## src/rtl/reaction_round_ctrl.sv

```systemverilog
`default_nettype none
// ============================================================================
// Module   : reaction_round_ctrl
// Purpose  : Reaction-game round sequencer. It drives the timer, judges each
//            round as a hit or a miss, and tracks score, lives and difficulty.
// Revision : 1.0 - initial release
// ============================================================================
module reaction_round_ctrl #(
    parameter int unsigned CLKS_PER_MS    = 50000,
    parameter int unsigned GAP_MS         = 500,
    parameter int unsigned END_VALUE      = 1000,
    parameter int unsigned HITS_PER_LEVEL = 5,
    parameter int unsigned START_LIVES    = 3
) (
    input  logic        clk,
    input  logic        reset,
    input  logic        start,
    input  logic        hit,
    input  logic [11:0] timer_value,
    input  logic        end_reached,
    output logic        timer_reset,
    output logic        timer_enable,
    output logic [1:0]  timer_difficulty,
    output logic [11:0] timer_end_value,
    output logic        round_active,
    output logic [7:0]  score,
    output logic [1:0]  lives,
    output logic [11:0] last_time,
    output logic [11:0] best_time,
    output logic        game_over
);

    localparam int unsigned GAP_CYCLES = GAP_MS * CLKS_PER_MS;
    localparam int unsigned GAP_W      = $clog2(GAP_CYCLES + 1);
    localparam int unsigned HIT_W      = $clog2(HITS_PER_LEVEL + 1);

    localparam logic [GAP_W-1:0] GAP_LAST  = GAP_W'(GAP_CYCLES - 1);
    localparam logic [HIT_W-1:0] HIT_LAST  = HIT_W'(HITS_PER_LEVEL - 1);
    localparam logic [1:0]       LIVES_INIT = 2'(START_LIVES);
    localparam logic [1:0]       LEVEL_MAX  = 2'd2;
    localparam logic [11:0]      BEST_INIT  = 12'hFFF;

    typedef enum logic [2:0] {
        S_IDLE = 3'd0,
        S_ARM  = 3'd1,
        S_RUN  = 3'd2,
        S_GAP  = 3'd3,
        S_OVER = 3'd4
    } state_t;

    state_t             state_q, state_d;
    logic [7:0]         score_q, score_d;
    logic [1:0]         lives_q, lives_d;
    logic [1:0]         level_q, level_d;
    logic [HIT_W-1:0]   hit_cnt_q, hit_cnt_d;
    logic [11:0]        best_q, best_d;
    logic [11:0]        last_q, last_d;
    logic [GAP_W-1:0]   gap_cnt_q, gap_cnt_d;
    logic               timer_reset_q, timer_enable_q, round_active_q, game_over_q;

    always_comb begin
        state_d   = state_q;
        score_d   = score_q;
        lives_d   = lives_q;
        level_d   = level_q;
        hit_cnt_d = hit_cnt_q;
        best_d    = best_q;
        last_d    = last_q;
        gap_cnt_d = gap_cnt_q;

        case (state_q)
            S_IDLE, S_OVER: begin
                if (start) begin
                    lives_d   = LIVES_INIT;
                    score_d   = 8'd0;
                    level_d   = 2'd0;
                    hit_cnt_d = '0;
                    best_d    = BEST_INIT;
                    last_d    = 12'd0;
                    state_d   = S_ARM;
                end
            end
            S_ARM: begin
                state_d = S_RUN;
            end
            S_RUN: begin
                // A press in the same cycle as the timeout still scores.
                if (hit) begin
                    last_d = timer_value;
                    if (timer_value < best_q) begin
                        best_d = timer_value;
                    end
                    if (score_q != 8'hFF) begin
                        score_d = score_q + 8'd1;
                    end
                    if (hit_cnt_q == HIT_LAST) begin
                        hit_cnt_d = '0;
                        if (level_q != LEVEL_MAX) begin
                            level_d = level_q + 2'd1;
                        end
                    end else begin
                        hit_cnt_d = hit_cnt_q + HIT_W'(1);
                    end
                    gap_cnt_d = '0;
                    state_d   = S_GAP;
                end else if (end_reached) begin
                    if (lives_q <= 2'd1) begin
                        lives_d = 2'd0;
                        state_d = S_OVER;
                    end else begin
                        lives_d   = lives_q - 2'd1;
                        gap_cnt_d = '0;
                        state_d   = S_GAP;
                    end
                end
            end
            S_GAP: begin
                if (gap_cnt_q == GAP_LAST) begin
                    state_d = S_ARM;
                end else begin
                    gap_cnt_d = gap_cnt_q + GAP_W'(1);
                end
            end
            default: begin
                state_d = S_IDLE;
            end
        endcase
    end

    // Outputs are registered from the next state so they line up with it.
    always_ff @(posedge clk) begin
        if (reset) begin
            state_q        <= S_IDLE;
            score_q        <= 8'd0;
            lives_q        <= 2'd0;
            level_q        <= 2'd0;
            hit_cnt_q      <= '0;
            best_q         <= BEST_INIT;
            last_q         <= 12'd0;
            gap_cnt_q      <= '0;
            timer_reset_q  <= 1'b0;
            timer_enable_q <= 1'b0;
            round_active_q <= 1'b0;
            game_over_q    <= 1'b0;
        end else begin
            state_q        <= state_d;
            score_q        <= score_d;
            lives_q        <= lives_d;
            level_q        <= level_d;
            hit_cnt_q      <= hit_cnt_d;
            best_q         <= best_d;
            last_q         <= last_d;
            gap_cnt_q      <= gap_cnt_d;
            timer_reset_q  <= (state_d == S_ARM);
            timer_enable_q <= (state_d == S_ARM) || (state_d == S_RUN);
            round_active_q <= (state_d == S_RUN);
            game_over_q    <= (state_d == S_OVER);
        end
    end

    // Level only moves on the edge leaving RUN or at game load, never in ARM/RUN.
    assign timer_difficulty = level_q;
    assign timer_end_value  = 12'(END_VALUE);
    assign timer_reset      = timer_reset_q;
    assign timer_enable     = timer_enable_q;
    assign round_active     = round_active_q;
    assign score            = score_q;
    assign lives            = lives_q;
    assign last_time        = last_q;
    assign best_time        = best_q;
    assign game_over        = game_over_q;

endmodule
`default_nettype wire

```

## config.mk

```make
export PLATFORM = sky130hd
export DESIGN_NAME = reaction_round_ctrl
export DESIGN_NICKNAME = d
export VERILOG_FILES = /design/src/rtl/reaction_round_ctrl.sv
export SDC_FILE = /design/constraint.sdc
export NUM_CORES = 1
export LEC_CHECK = 0
export CORE_MARGIN = 10
export CORE_UTILIZATION = 55
export CTS_BUF_LIST = sky130_fd_sc_hd__clkbuf_16
export DETAILED_ROUTE_END_ITERATION = 10
export HOLD_SLACK_MARGIN = 0.08
export PLACE_DENSITY = 0.82
export RECOVER_POWER = 50
export SYNTH_ARGS = -nofsm -noshare
export SYNTH_HDL_FRONTEND = slang
export SYNTH_SLANG_ARGS = --single-unit
```

## constraint.sdc

```tcl
create_clock -name clk -period 6.4 [get_ports clk]
set_clock_uncertainty 0.05 [all_clocks]
set_input_delay 0.96 -clock clk [delete_from_list [all_inputs] [get_ports clk]]
set_output_delay 0.96 -clock clk [all_outputs]
set_load 0.05 [all_outputs]
```

==> results of run 1 <==
[stage by stage]
| stage | cell area, sq um | hold WS, ns | setup slack [ns] |
|---|---|---|---|
| final | 4275 | 0.4061 | 3.418 |
| after global routing | 4275 | 0.4369 | 3.198 |
| after CTS | 4280 | 0.4164 | 3.408 |
| after global placement | 4038 | 0.3937 | 3.182 |
| after detailed placement | 4038 | 0.4046 | 3.072 |
| after floorplan | 3558 | 0.4145 | 3.896 |
[per-layer routing]
| metal | up-vias | share of wire [%] |
|---|---|---|
| met5 | - | 0 |
| met4 | 0 | 1.6 |
| met3 | 12 | 7.8 |
| met2 | 79 | 48 |
| met1 | 1443 | 43 |
| li1 | 1536 | - |
[cells in the final DEF (no fill, tap or decap), drive strengths merged, types with 2 or more instances in the layout]
master,n
nor4b,4
nor3,7
nand2,40
or3,4
dfxtp,71
nor4,2
nand2b,8
clkdlybuf4s50,19
and3,7
dlygate4sd3,37
xnor2,5
nand3,29
o211ai,5
or4,6
inv,18
clkbuf,9
a21oi,30
nand3b,5
xor2,17
conb,12
mux2i,14
nor2,64
ha,16
o21ai,8
nand4,12
nor3b,2
and4,4
clkinv,3
[report_power, final]
group | leakage [nW] | internal [mW] | switching (mW)
logic | 1.09 | 0.0560 | 0.135
registers | 0.574 | 0.458 | 0.0130
clock network | 0.126 | 0.251 | 0.166
[cells by family (layout without fill, tap and decap cells)]
| logic type | Yosys count | count (layout) | share of synthesized area, % |
|---|---|---|---|
| compound gates | 53 | 53 | 8.636 |
| buf+inv | 46 | 87 | 7.071 |
| mux | 14 | 14 | 3.980 |
| fa+ha+maj | 16 | 16 | 5.686 |
| xor+xnor | 22 | 22 | 5.473 |
| flops | 71 | 71 | 40.37 |
| other cells | 2 | 12 | 0.2133 |
| simple gates | 199 | 199 | 28.57 |
[worst min-delay path, delay by kind of cell, from the launching register on]
family           cells  cell delay, ns
AO/OA/AOI/OAI        1            0.05
flip-flops           1            0.30
AND/OR/NAND/NOR      1            0.05
[flip-flops by register name, indices dropped and copies added (netlist names)]
register / flops
last_time: 12
timer_enable: 1
gap_cnt_q: 25
best_time: 12
state_q: 3
lives: 2
game_over: 1
timer_reset: 1
score: 8
round_active: 1
hit_cnt_q: 3
timer_difficulty: 2
[worst min-delay path by stage]
stage / to / from / slack, ns / cells past startpoint
2_1_floorplan: hit_cnt_q[1] / hit_cnt_q[1] / 0.41 / 2
3_3_place_gp: last_time[0] / last_time[0] / 0.39 / 2
3_5_place_dp: last_time[0] / last_time[0] / 0.40 / 2
4_1_cts: last_time[0] / last_time[0] / 0.42 / 2
5_1_grt: last_time[0] / last_time[0] / 0.44 / 2
6_report: last_time[0] / last_time[0] / 0.41 / 2
[cell type report]
cell class | instances | area (sq um) | area share [%]
timing repair buffer | 57 | 568.0 | 13.29
clock inverter | 4 | 17.52 | 0.4097
multi-input combinational | 316 | 1883 | 44.04
clock buffer | 9 | 225.2 | 5.268
sequential | 71 | 1421 | 33.25
inverter | 17 | 63.81 | 1.493
tap | 77 | 96.34 | 2.253
==> qor.yml, run 1 <==
grt_pass1_vias: 2947
crit_start: "timer_value[1]"
wirelength_microns: 8329
critical_path.max_stage_delay_ns: 0.56
ant_nets: 0
post-dp-hpwl_microns: 6035
final_cells: 551
overflow: 0
ctsRootBufferMaster: "clkbuf_16"
drv_cap: 0
syn_avg_cell_area_sq_um: 8.324
wl_per_cell_microns: 15.12
ys_ff_latch: 71
final_core_util_pct: 68.11
worstPathArrival_ns: 3.17
start_util_pct: 56.09
worstSetupPathDepth: 6
clk_pin_slew_ns: 0.05
insertion_delay_ns: 0.33
first_iter_violations: 147
synth-edff-count: 0
hold_viol: 0
post_cts_buffers: 0
synth_top_area_share_pct: 40.37
yosysWarnings: 0
crit_required_ns: 6.59
drt_first_pass_iters: 4
drive_gt1_share_pct: 3.165
finalSetupViolCount: 0
grt_pass1_wl_microns: 13680
netlist_area_sq_mm: 0.003521
peakVddDrop_mv: 0.1760
syn_inst: 423
dieArea_sq_mm: 0.01000
yosysMostFrequentCell: "dfxtp_1"
grt_util_met3_pct: 5.769
met2_usage_pct: 26.73
finalMaxSlewViolations: 0
startpoint_type: "input port"
numCtsBuffers: 9
rsz0062_at_grt: "false"
ctsHoldBuffers: 0
reg2reg_depth: 5
max_freq_ghz: 0.3353
synth_ff_type: "dfxtp_1"
routed-via-count: 3070
diodes: 0
cp.buffers_inverters: 1
port-buffer-count: 56
die_h_microns: 100.0
worstHoldPathType: "reg -> reg"
grt_max_degree: 43
crit_path_end: "best_time[5]"
synth_common_cells: "dfxtp_1 (71), nor2_1 (64), nand2_1 (40)"
rows: 29
grtUsageTotal_pct: 16.52
relSlewSlack_pct: 2.391
p_per_area_mw_per_mm2: 252.2
final_nets: 505
worst_pin_slew_ns: 1.449
cts_buffer_depth: 2
use_met1_pct: 19.40
io_pins: 69
clock-sinks: 71
post_drt_via_cell_ratio: 5.572
post-route-period-util_pct: 46.60
slowest_stage: "a2111oi_0"
synth_area_leader_cell: "dfxtp_1"
r2r-end: "gap_cnt_q[6]"
rrSetupSlack_ns: 3.56
cts_tree: "done"
setup_tns_ns: 0
dpl.cell_count: 538
yosysSeqAreaShare_pct: 40.37
gp_congestion: 0.8520
leakage_nw: 1.794
crit_chain: "clkdlybuf4s50_1 > ha_1 > a2111oi_0 > or4b_1 > nand3_2 > mux2i_1"
postSynth.asyncResetShare_pct: 0
worstPathMaxFanout: 12
r2r-start: "state_q[1]"
gr-max-usage-layer: "met2"
period_needed_ns: 2.982
crit_type: "in -> reg"
status: "completed"
antenna_found_initial: 0
syn_to_final_growth_pct: 21.43
h-tree-depth: 3
ys_types: 49
post_cts_resized: 0
finalPower_mw: 1.078
core-area_sq_mm: 0.006277
drc: 0
crit_family: "simple AND/OR/NAND/NOR gates"
cp-end-kind: "flip-flop"
ys_top_cells_by_area: "dfxtp_1 (40%), nor2_1 (6.8%), ha_1 (5.7%), a21oi_1 (4.3%), nand2_1 (4.3%)"
dieWidth_microns: 100.0
fillerInstances: 513
Power figures use the tool's default switching activity.
==> run 2: changes to the inputs <==
--- a/config.mk
+++ b/config.mk
@@ -6,11 +6,11 @@
 export NUM_CORES = 1
 export LEC_CHECK = 0
 export CORE_MARGIN = 10
-export CORE_UTILIZATION = 55
+export CORE_UTILIZATION = 52
 export CTS_BUF_LIST = sky130_fd_sc_hd__clkbuf_16
 export DETAILED_ROUTE_END_ITERATION = 10
 export HOLD_SLACK_MARGIN = 0.08
-export PLACE_DENSITY = 0.82
+export PLACE_DENSITY = 0.78
 export RECOVER_POWER = 50
 export SYNTH_ARGS = -nofsm -noshare
 export SYNTH_HDL_FRONTEND = slang
==> constraint.sdc (replaced) <==
create_clock -name clk -period 2.9 [get_ports clk]
set_clock_uncertainty 0.05 [all_clocks]
set_input_delay 0.435 -clock clk [delete_from_list [all_inputs] [get_ports clk]]
set_output_delay 0.435 -clock clk [all_outputs]
set_load 0.05 [all_outputs]
==> qor.yml, run 2 (synthesized netlist as in run 1, its figures left out) <==
min_path_cells: 2  # unchanged
status: "completed"
ant_nets: 0  # unchanged
leakage_nw: 1.855  # +3.4%
p_per_area_mw_per_mm2: 633.7  # +150%
grtUsageTotal_pct: 17.45  # +0.94 points
post-dp-hpwl_microns: 6450  # +6.9%
antenna_found_initial: 0  # unchanged
core-area_sq_mm: 0.006459  # +2.9%
crit_chain: "or3b_1 > nor3_4 > or4b_1 > nand3_2 > mux2i_1"
critical_path.max_stage_delay_ns: 0.57  # about the same
finalSetupViolCount: 0  # unchanged
wl_per_cell_microns: 16.10  # +6.5%
die_h_microns: 102.3  # +2.3%
regMostFlops: "gap_cnt_q"
period_needed_ns: 2.509
post_drt_via_cell_ratio: 5.713  # +2.5%
drive_gt1_share_pct: 4.752  # +1.6 points
route.met2.wl_microns: 4569  # +14%
worstHoldPathType: "reg -> reg"
drc: 0  # unchanged
crit_type: "reg -> reg"
wirelength_microns: 9032  # +8.4%
multi_input_area_sq_mm: 0.001883  # unchanged
slowest_stage: "or3b_1"
final_nets: 512  # +1.4%
finalMaxSlewViolations: 0  # unchanged
combPwrFrac_pct: 15.6  # -2.1 points
p_sw_uw: 746.2  # +140%
regArea_sq_mm: 0.001421  # unchanged
switching_share_pct: 26.55  # -2.6 points
rsz0062_at_grt: "false"
h-tree-depth: 3  # unchanged
crit_required_ns: 3.10  # -3.49 ns
whs_ns: 0.4161  # +0.009990 ns
setup_tns_ns: 0  # unchanged
grt_max_degree: 26  # -40%
peakVddDrop_mv: 0.5638  # +220%
ctsHoldBuffers: 0  # unchanged
dpl.cell_count: 545  # +1.3%
timing.final.ws_setup_ns: 0.3913  # -3.026 ns
largest_reg_flops: 25  # unchanged
numCtsBuffers: 9  # unchanged
gp_congestion: 0.9039  # +6.1%
clk_pin_slew_ns: 0.05  # about the same
diodes: 0  # unchanged
startpoint_type: "flip-flop"
cts_buffer_depth: 2  # unchanged
final_cell_mix: "dfxtp_1 (71), nor2_1 (64), nand2_1 (40)"
final_cells: 561  # +1.8%
p_int_mw: 2.065  # +170%
dieArea_sq_mm: 0.01046  # +4.6%
top_layer: "met4"
ctsRootBufferMaster: "clkbuf_16"
finalInstanceArea_sq_mm: 0.004436  # +3.7%
hold_viol: 0  # unchanged
rows: 29  # unchanged
dieWidth_microns: 102.3  # +2.3%
post-route-period-util_pct: 86.51
insertion_delay_ns: 0.33  # about the same
worstPathMaxFanout: 12  # unchanged
port-buffer-count: 56  # unchanged
met3WireLength_microns: 755  # +17%
reg2reg_depth: 5  # unchanged
overflow: 0  # unchanged
wl_met1_microns: 3592  # +1.3%
drv_cap: 0  # unchanged
grt_pass1_wl_microns: 14760  # +7.9%
relSlewSlack_pct: 35.28  # +33 points
first_iter_violations: 170  # +16%
clock-sinks: 71  # unchanged
cts_tree: "done"
p_seq_share_pct: 37.0  # -6.6 points
io_pins: 69  # unchanged
worstPathArrival_ns: 2.71  # -0.46 ns
post_cts_buffers: 0  # unchanged
worst_pin_slew_ns: 0.9643  # -0.4846 ns
cp-end-kind: "flip-flop"
start_util_pct: 54.51  # -1.6 points
pre_cts_slack_ns: 0.2075  # -2.865 ns
drt_first_pass_iters: 7  # +3
layout_commonest_cell: "dfxtp_1"
post_cts_resized: 0  # unchanged
routed-via-count: 3205  # +4.4%
fillerInstances: 518  # +0.97%
grt_pass1_vias: 3152  # +7.0%
dpl_cell_area_sq_mm: 0.004090  # +1.3%
max_freq_ghz: 0.3986
clockPowerShare_pct: 47.4  # +8.7 points
syn_to_final_growth_pct: 25.98
[run 2: power by group through the flow]
stage / sequential [mW] / combinational, mW / clock (mW)
final: 1.04 / 0.439 / 1.33
after global routing: 1.04 / 0.470 / 1.38
after CTS: 1.04 / 0.450 / 1.35
after detailed placement: 1.06 / 0.445 / 0
after global placement: 1.06 / 0.440 / 0
after floorplan: 1.14 / 0.253 / 0
[run 2: layer usage]
layer	up-vias	GRT usage, %
met4	0	5.423
met5	-	0
met2	113	29.98
met3	13	7.895
li1	1552	-
met1	1527	18.86
[run 2: final timing paths]
path,from,slack (ns),endpoint
worst min register to register,last_time[7],0.42,last_time[7]
worst min-delay path,last_time[7],0.42,last_time[7]
worst max register to register,state_q[1],0.39,best_time[6]
worst max-delay path,state_q[1],0.39,best_time[6]
[run 2: area by class of cell]
cell class | count | share of cell area (%)
well taps | 77 | 2.172
multi-input cells | 316 | 42.45
inverters | 17 | 1.439
clock inverters | 7 | 3.075
clock buffers | 9 | 5.078
repair buffers | 64 | 13.74
flip-flops and latches | 71 | 32.05
[run 2: through the flow]
| step | power, mW | util (%) |
|---|---|---|
| floorplan | 1.390 | - |
| finish | 2.811 | 68.67 |
| global placement | 1.499 | 63.33 |
| detailed placement | 1.506 | 63.33 |
| CTS | 2.837 | 68.93 |
| global route | 2.898 | 68.67 |
[run 2: critical path, delay by kind of cell, from the launching register on]
kind          cells  cell delay [ns]
mux               1             0.24
simple gates      4             1.65
flops             1             0.49
